### src/rtl/shift8_pkg.sv
// Shared encodings for the 8-bit shift sequencer: shift ops, FSM states, step width.
// Rotate support is controlled by the SHIFT_SEQ8_ROR_EN macro in shift8_stage.
package shift8_pkg;

    typedef enum logic [1:0] {
        OP_LSL = 2'b00,
        OP_LSR = 2'b01,
        OP_ASR = 2'b10,
        OP_ROR = 2'b11
    } op_e;

    typedef enum logic [1:0] {
        S_IDLE  = 2'b00,
        S_SHIFT = 2'b01,
        S_DONE  = 2'b10
    } state_e;

    localparam int STEP_W = 2;

endpackage

### src/rtl/shift8_stage.sv
// Combinational 8-bit shift stage moving 0-3 positions.
// Op 11 rotates right with SHIFT_SEQ8_ROR_EN defined; otherwise it passes acc through.
module shift8_stage
    import shift8_pkg::*;
(
    input  logic [7:0]        acc,
    input  op_e               op,
    input  logic [STEP_W-1:0] k,
    output logic [7:0]        res
);

`ifdef SHIFT_SEQ8_ROR_EN
    logic [15:0] rot;
    // Shifting a doubled copy right drops the wrapped bits into the low byte.
    always_comb rot = {acc, acc} >> k;
`endif

    always_comb begin
        res = acc;
        case (op)
            OP_LSL: res = acc << k;
            OP_LSR: res = acc >> k;
            OP_ASR: res = unsigned'($signed(acc) >>> k);
`ifdef SHIFT_SEQ8_ROR_EN
            OP_ROR: res = rot[7:0];
`else
            OP_ROR: res = acc;
`endif
            default: res = acc;
        endcase
    end

endmodule

### src/rtl/shift_seq8.sv
// Multi-cycle 8-bit shift sequencer: start/done handshake, up to 3 positions per SHIFT cycle.
// Optional rotate (op 11) is enabled by SHIFT_SEQ8_ROR_EN.
module shift_seq8
    import shift8_pkg::*;
(
    input  logic       clk,
    input  logic       reset,
    input  logic       start,
    input  logic [1:0] op,
    input  logic [7:0] d_in,
    input  logic [2:0] shamt,
    output logic       busy,
    output logic       done,
    output logic [7:0] d_out
);

    // Handshake: start is sampled only in IDLE; done is a one-cycle pulse with d_out
    // valid in that cycle; busy covers SHIFT and DONE, so start while busy is dropped.
    state_e            state, state_nx;
    op_e               op_r, op_r_nx;
    logic [7:0]        acc, acc_nx, d_out_nx, stage_res;
    logic [2:0]        rem, rem_nx, rem_after;
    logic [STEP_W-1:0] step;

    always_comb step = (rem > 3'd3) ? 2'd3 : rem[1:0];
    always_comb rem_after = rem - {1'b0, step};

    shift8_stage u_stage (
        .acc (acc),
        .op  (op_r),
        .k   (step),
        .res (stage_res)
    );

    always_ff @(posedge clk or posedge reset) begin
        if (reset) begin
            state <= S_IDLE;
            acc   <= 8'h00;
            rem   <= 3'd0;
            op_r  <= OP_LSL;
            d_out <= 8'h00;
        end else begin
            state <= state_nx;
            acc   <= acc_nx;
            rem   <= rem_nx;
            op_r  <= op_r_nx;
            d_out <= d_out_nx;
        end
    end

    always_comb begin
        state_nx = state;
        acc_nx   = acc;
        rem_nx   = rem;
        op_r_nx  = op_r;
        d_out_nx = d_out;
        case (state)
            S_IDLE: begin
                if (start) begin
                    acc_nx   = d_in;
                    rem_nx   = shamt;
                    op_r_nx  = op_e'(op);
                    state_nx = S_SHIFT;
                end
            end
            S_SHIFT: begin
                // A zero amount still spends one SHIFT cycle with step 0.
                acc_nx = stage_res;
                rem_nx = rem_after;
                if (rem_after == 3'd0) begin
                    d_out_nx = stage_res;
                    state_nx = S_DONE;
                end
            end
            S_DONE:  state_nx = S_IDLE;
            default: state_nx = S_IDLE;
        endcase
    end

    assign busy = (state != S_IDLE);
    assign done = (state == S_DONE);

endmodule

### config.mk
export PLATFORM = sky130hd
export DESIGN_NAME = shift_seq8
export DESIGN_NICKNAME = d
export VERILOG_FILES = /design/src/rtl/shift8_pkg.sv /design/src/rtl/shift8_stage.sv /design/src/rtl/shift_seq8.sv
export SDC_FILE = /design/constraint.sdc
export NUM_CORES = 1
export LEC_CHECK = 0
export BUFFER_PORTS_ARGS = -buffer_cell sky130_fd_sc_hd__buf_4
export CORE_ASPECT_RATIO = 2
export CORE_UTILIZATION = 57
export CTS_CLUSTER_DIAMETER = 40
export DETAILED_ROUTE_END_ITERATION = 8
export PLACE_DENSITY = 0.8
export SYNTH_ARGS = -nofsm -noshare
export SYNTH_HDL_FRONTEND = slang
export SYNTH_HIERARCHICAL = 1
export SYNTH_SLANG_ARGS = --single-unit
export TNS_END_PERCENT = 20
### constraint.sdc
create_clock -name clk -period 2.51 [get_ports clk]
set_input_delay 0.3765 -clock clk [delete_from_list [all_inputs] [get_ports clk]]
set_output_delay 0.3765 -clock clk [all_outputs]
set_load 0.01 [all_outputs]
* Word-level counts from Yosys, hierarchy flattened
Index checks and enable logic that the tools add are counted.
Word-level totals: output and inout bits 10, word-level logic and storage cells 35, flip-flop bits (word level) 23, bits of input ports 16
Cells by class: multiplexer cells 9, equal/unequal tests 7, reductions and logical operators 9, shift-type cells 3, order comparisons 1, add/sub/neg operators 1
Operators by type and width (number):
- 8-bit one-hot mux with 4 select lines | 1
- 8-bit one-hot mux with 2 select lines | 1
- 8-bit 2-to-1 mux | 1
- 2-bit AND reduction | 4
- 8-bit by 2-bit left shift with 8-bit output | 1
- 8-bit by 2-bit >> shifter with 8-bit output | 1
- 8-bit by 2-bit >>> shifter with 8-bit output | 1
- 2-bit equality test (second input constant) | 3
- 2-bit 2-to-1 mux | 3
- 3-bit one-hot mux with 2 select lines | 1
- 2-bit by 1-bit equality test with 1-bit output (second input constant) | 2
- 2-bit logical NOT | 2
- 2-bit inequality test (second input constant) | 2
- 2-bit one-hot mux with 2 select lines | 1
- 2-bit nonzero test | 2
- 3-bit by 2-bit greater-than comparator with 1-bit output (second input constant) | 1
- 3-bit logical NOT | 1
- 3-bit 2-to-1 mux | 1
- 3-bit by 2-bit subtractor with 3-bit output | 1

* Depth between registers and ports, before layout
depth after elaboration 6, gate-level depth with buffers 8, depth with buffers taken out 6

* Hierarchy
Netlist, hierarchy kept.
By module, submodules not included:
- shift_seq8 | area an instance 1166.1 µm², cells an instance 104, seq. area each 575.6 µm², times used 1
- shift8_stage | area an instance 616.8 µm², cells an instance 72, seq. area each 0.0 µm², times used 1

* Worst setup path after synthesis
OpenSTA, ideal clock, no wires.
path type reg2reg, start point register rem[2], end point register d_out[6], library setup time 0.125 ns, buffers on the path 1, clock period less this slack 2.017 ns, required time 2.385 ns, cell stages (with the launch flop) 7, arrival 1.892 ns, setup slack 0.493 ns, path through dfrtp_1 -> or2_2 -> buf_6 -> and3b_1 -> a211o_1 -> a221o_1 -> mux2_4
Between the ends: elaborated cells on any way between the ends 9, classes of those cells add/sub (1); order compare (1); shift (3); mux (2); reduce/logical (2)
RTL lines:
- from (decl) | RTL line shift_seq8.sv:22 | logic [2:0] rem, rem_nx, rem_after;
- from (signal assigned) | RTL line shift_seq8.sv:45 | rem <= rem_nx;
- 3-bit by 2-bit greater-than comparator with 1-bit output * | RTL line shift_seq8.sv:25 | always_comb step = (rem > 3'd3) ? 2'd3 : rem[1:0];
- 2-bit 2-to-1 mux * | RTL line shift_seq8.sv:25
- net step[0] | RTL line shift_seq8.sv:23 | logic [STEP_W-1:0] step;
- 8-bit by 2-bit >>> shifter with 8-bit output (tied with other cells) | RTL line shift8_stage.sv:23 | OP_ASR: res = unsigned'($signed(acc) >>> k);
- 8-bit one-hot mux with 4 select lines * | RTL line shift8_stage.sv:20 | case (op)
- net stage_res[6] | RTL line shift_seq8.sv:21 | logic [7:0] acc, acc_nx, d_out_nx, stage_res;
- to (signal assigned) | RTL line shift_seq8.sv:47 | d_out <= d_out_nx;
- to (decl) | RTL line shift_seq8.sv:14 | output logic [7:0] d_out
Mark *: on every way through the listed nets, which the timed path passes. The rest lies on a longest branch. A chain may end at the register's enable or synchronous reset.

* Final worst setup path
start point register rem[2], end point register acc[5]
Between the ends: word-level cells in the longest chain between the ends 5, elaborated cells on any way between the ends 7, classes of those cells order compare (1); shift (3); mux (3)
Ends and longest elaborated chain:
- 3-bit by 2-bit greater-than comparator with 1-bit output * | RTL line shift_seq8.sv:25
- 2-bit 2-to-1 mux * | RTL line shift_seq8.sv:25
- net step[0] | RTL line shift_seq8.sv:23
- 8-bit by 2-bit >>> shifter with 8-bit output (tied with other cells) | RTL line shift8_stage.sv:23
- 8-bit one-hot mux with 4 select lines * | RTL line shift8_stage.sv:20
- net stage_res[5] | RTL line shift_seq8.sv:21
- 8-bit one-hot mux with 2 select lines * | RTL line shift_seq8.sv:57 | case (state)
- to (signal assigned) | RTL line shift_seq8.sv:44 | acc <= acc_nx;
- to (decl) | RTL line shift_seq8.sv:21
Marked as above.

==> flow_summary.toml <==
[synthesis]
post_synth_instance_area_um2 = 1783
synth_top_area_share_pct = 32.28
avgSynthCellArea_um2 = 10.13
synthSimpleGateAreaFrac_pct = 17.68
synth_fa_ha_area_share_pct = 0.7018
synthDistinctLibCells = 49
synth_top_family_by_area = "compound AO/OA/AOI/OAI gates"
yosys_register_bits = 23
share_of_the_synthesized_area_in_compound_gates_ao_oa_aoi_oai_pct = 20.77
synth-edff-count = 0
number_of_warnings_issued_by_yosys = 6
synth_seq_area_share_pct = 32.28
yosys.area.top_type = "dfrtp_1"
post_synthesis_mux_area_share_pct = 19.30
netlist_instances = 176
netlist_top_cells_area = "dfrtp_1 (32%), mux2_4 (7.6%), mux2_2 (6.9%)"
synth-xor-area-share_pct = 0.4912
ys.flop_type = "dfrtp_1"
synth_fp_nets = 193
synthArstFlopShare_pct = 100.0

[grt]
grt_max_degree = 24
antenna_violations_before_repair = 0
grt_overflow = 0
global_route_wire_length_before_repair_um = 7024
track_usage_pct = 27.23
via_count_of_the_first_global_routing_pass = 1478

[power_and_ir_drop]
power.leakage_nw = 0.8828
power_per_cell_area_nw_per_um2 = 1350
irDropWorstVdd_mv = 0.8370
total_power_mw = 2.619

[clocking]
clk-insertion-delay-late_ps = 260
cts_hold_buf = 0
cts_inserted_buffers = 3
clock_tree_from_tritoncts = "yes"
clock_path_buffers = 2
cts_sinks = 23
post_cts.resized_instances = 0
clock-root-buffer = "clkbuf_8"
worst_setup_hold_path_clk_slew_ps = 80
cts_htree_levels = 1
post-cts-setup-buffer-count = 0

[drt]
final_antenna_net_count = 0
avgRoutedWirePerCell_um = 20.05
finalWirelength_um = 4450
via_per_inst = 6.905
route.vias.total = 1533
detail_route.iter0.violations = 105
detail_route.drc_violations = 0
dr.pass1.iters = 4

[floorplanning]
floorplan.die.height_um = 81.10
placeableCoreArea_um2 = 2978
design.die.area_um2 = 3369
starting_density_of_the_core_pct = 59.87
die_w_um = 41.55
fp-row-count = 28
i_o_pin_total = 26

[placed_design]
port-buffer-count = 25
dp_hpwl_um = 3047
place_congestion = 0.9402

[final_layout]
syn2layout_area_growth_pct = 8.772
insertedDiodeCount = 0
fin_nets = 210
post_route_cells_drive_above_1_share_pct = 30.73
layout.area.seq_um2 = 575.6
combined_area_of_the_multi_input_logic_cells_um2 = 1051
final.fill_count = 242

[setup_path]
timing.critical_path.from_type = "flip-flop"
critical_path.endpoint_type = "flip-flop"
timing.setup.critical_path_class = "reg -> reg"
crit_fanout = 23
worst-endpoint-required_ps = 2650
critPathArrivalTime_ps = 2470

[sta]
final.period_utilization_pct = 92.84
slew_violations = 0
worst_pin_slew_ps = 884.2
slew-limit-headroom_pct = 40.99
tns_ps = 0
fmax_ghz = 0.4291
timing.final.hold_violations = 0
report.final.setup_viol = 0
grt_setup_unrepaired = "false"
final_period_minus_worst_setup_slack_ps = 2330
timing.clock.skew_ps = 1.396

[run]
maxCapViolCount = 0

[hold_path]
hold_class = "in -> async"

[status]
run_status = "finished clean"
path summary, 6_finish.rpt:
| path | slack [ps] | cells past startpoint | startpoint | endpoint |
|---|---|---|---|---|
| setup / recovery | 180 | 6 | rem[2] | acc[5] |
| hold / removal | 300 | 2 | reset | d_out[7] |
| setup reg to reg | 180 | 6 | rem[2] | acc[5] |
| hold reg to reg | 530 | 1 | d_out[7] | d_out[7] |
| max in group asynchronous | 1670 | 2 | reset | acc[4] |
| min in group clk | 340 | 2 | op[0] | op_r[0] |
final cells by class:
type	count	area share [%]
Multi-Input combinational cell	132	54.19
Sequential cell	23	29.68
Timing Repair Buffer	28	10.84
Clock buffer	3	2.129
Tap cell	30	1.935
Inverter	5	0.9677
Clock inverter	1	0.2581
placed cells by master, fill, tap and decap left out, drive strengths merged, types with 2 or more instances in the layout:
cell type  instances
buf               28
dfrtp             23
mux2              20
o21ai             13
a22oi             13
a21oi             12
nor2b             12
nand2              6
inv                5
nand2b             5
nor2               4
nand3              4
and3b              3
or2                3
clkbuf             3
nor3b              3
a21boi             3
mux4               3
nand3b             2
a22o               2
a32oi              2
nand4b             2
and2b              2
power by group:
part	internal, mW	switching (mW)
clock network	0.111	0.119
registers	0.532	0.281
logic	0.795	0.780
cell usage after synthesis, types with 3 or more instances:
library cell	instances
nor2_1	4
mux2_2	11
nor2b_1	11
inv_1	5
dfrtp_1	23
buf_6	7
and3b_1	3
a21oi_1	12
nand3_1	4
or2_2	3
a22oi_1	13
o21ai_0	13
nand2_1	6
clkbuf_1	5
a21boi_0	3
nand2b_1	4
mux2_4	9
nor3b_1	3
layer usage:
layer	vias to the layer above	part of all wire [%]	global-route usage [%]
met3	17	4.8	2.889
met4	0	5.5	18.71
met1	753	37	30.33
li1	692	-	-
met5	-	0	0
met2	71	53	47.66
through the flow:
stage	instances	hold slack [ps]	util [%]	setup WS (ps)	cell area [um^2]
after global routing	222	341.0	65.13	124.6	1939
after floorplan	176	378.4	-	493.1	1783
after global placement	218	494.9	63.57	328.7	1893
final	222	297.1	65.13	179.6	1939
after detailed placement	218	504.0	63.57	246.7	1893
after CTS	222	335.2	65.13	226.9	1939
state kept, by name, indices dropped and copies added, names as in the netlist:
register / cells
op_r: 2
rem: 3
d_out: 8
state: 2
acc: 8
worst max-delay path, cell delays in order (launching register included):
cell	delay (ps)
dfrtp_1	450
or2_2	520
mux2_4	370
a221oi_1	320
o21ai_0	230
a22oi_1	200
o21ai_0	110
kinds of logic after synthesis:
family / Yosys count
and+or+nand+nor: 50
AOI/OAI and AO/OA: 56
xor gates and xnor gates: 1
muxes: 24
buffers and inverters: 21
DFF: 23
adders and majority gates: 1
No activity file was read; power rests on OpenSTA's default activity.
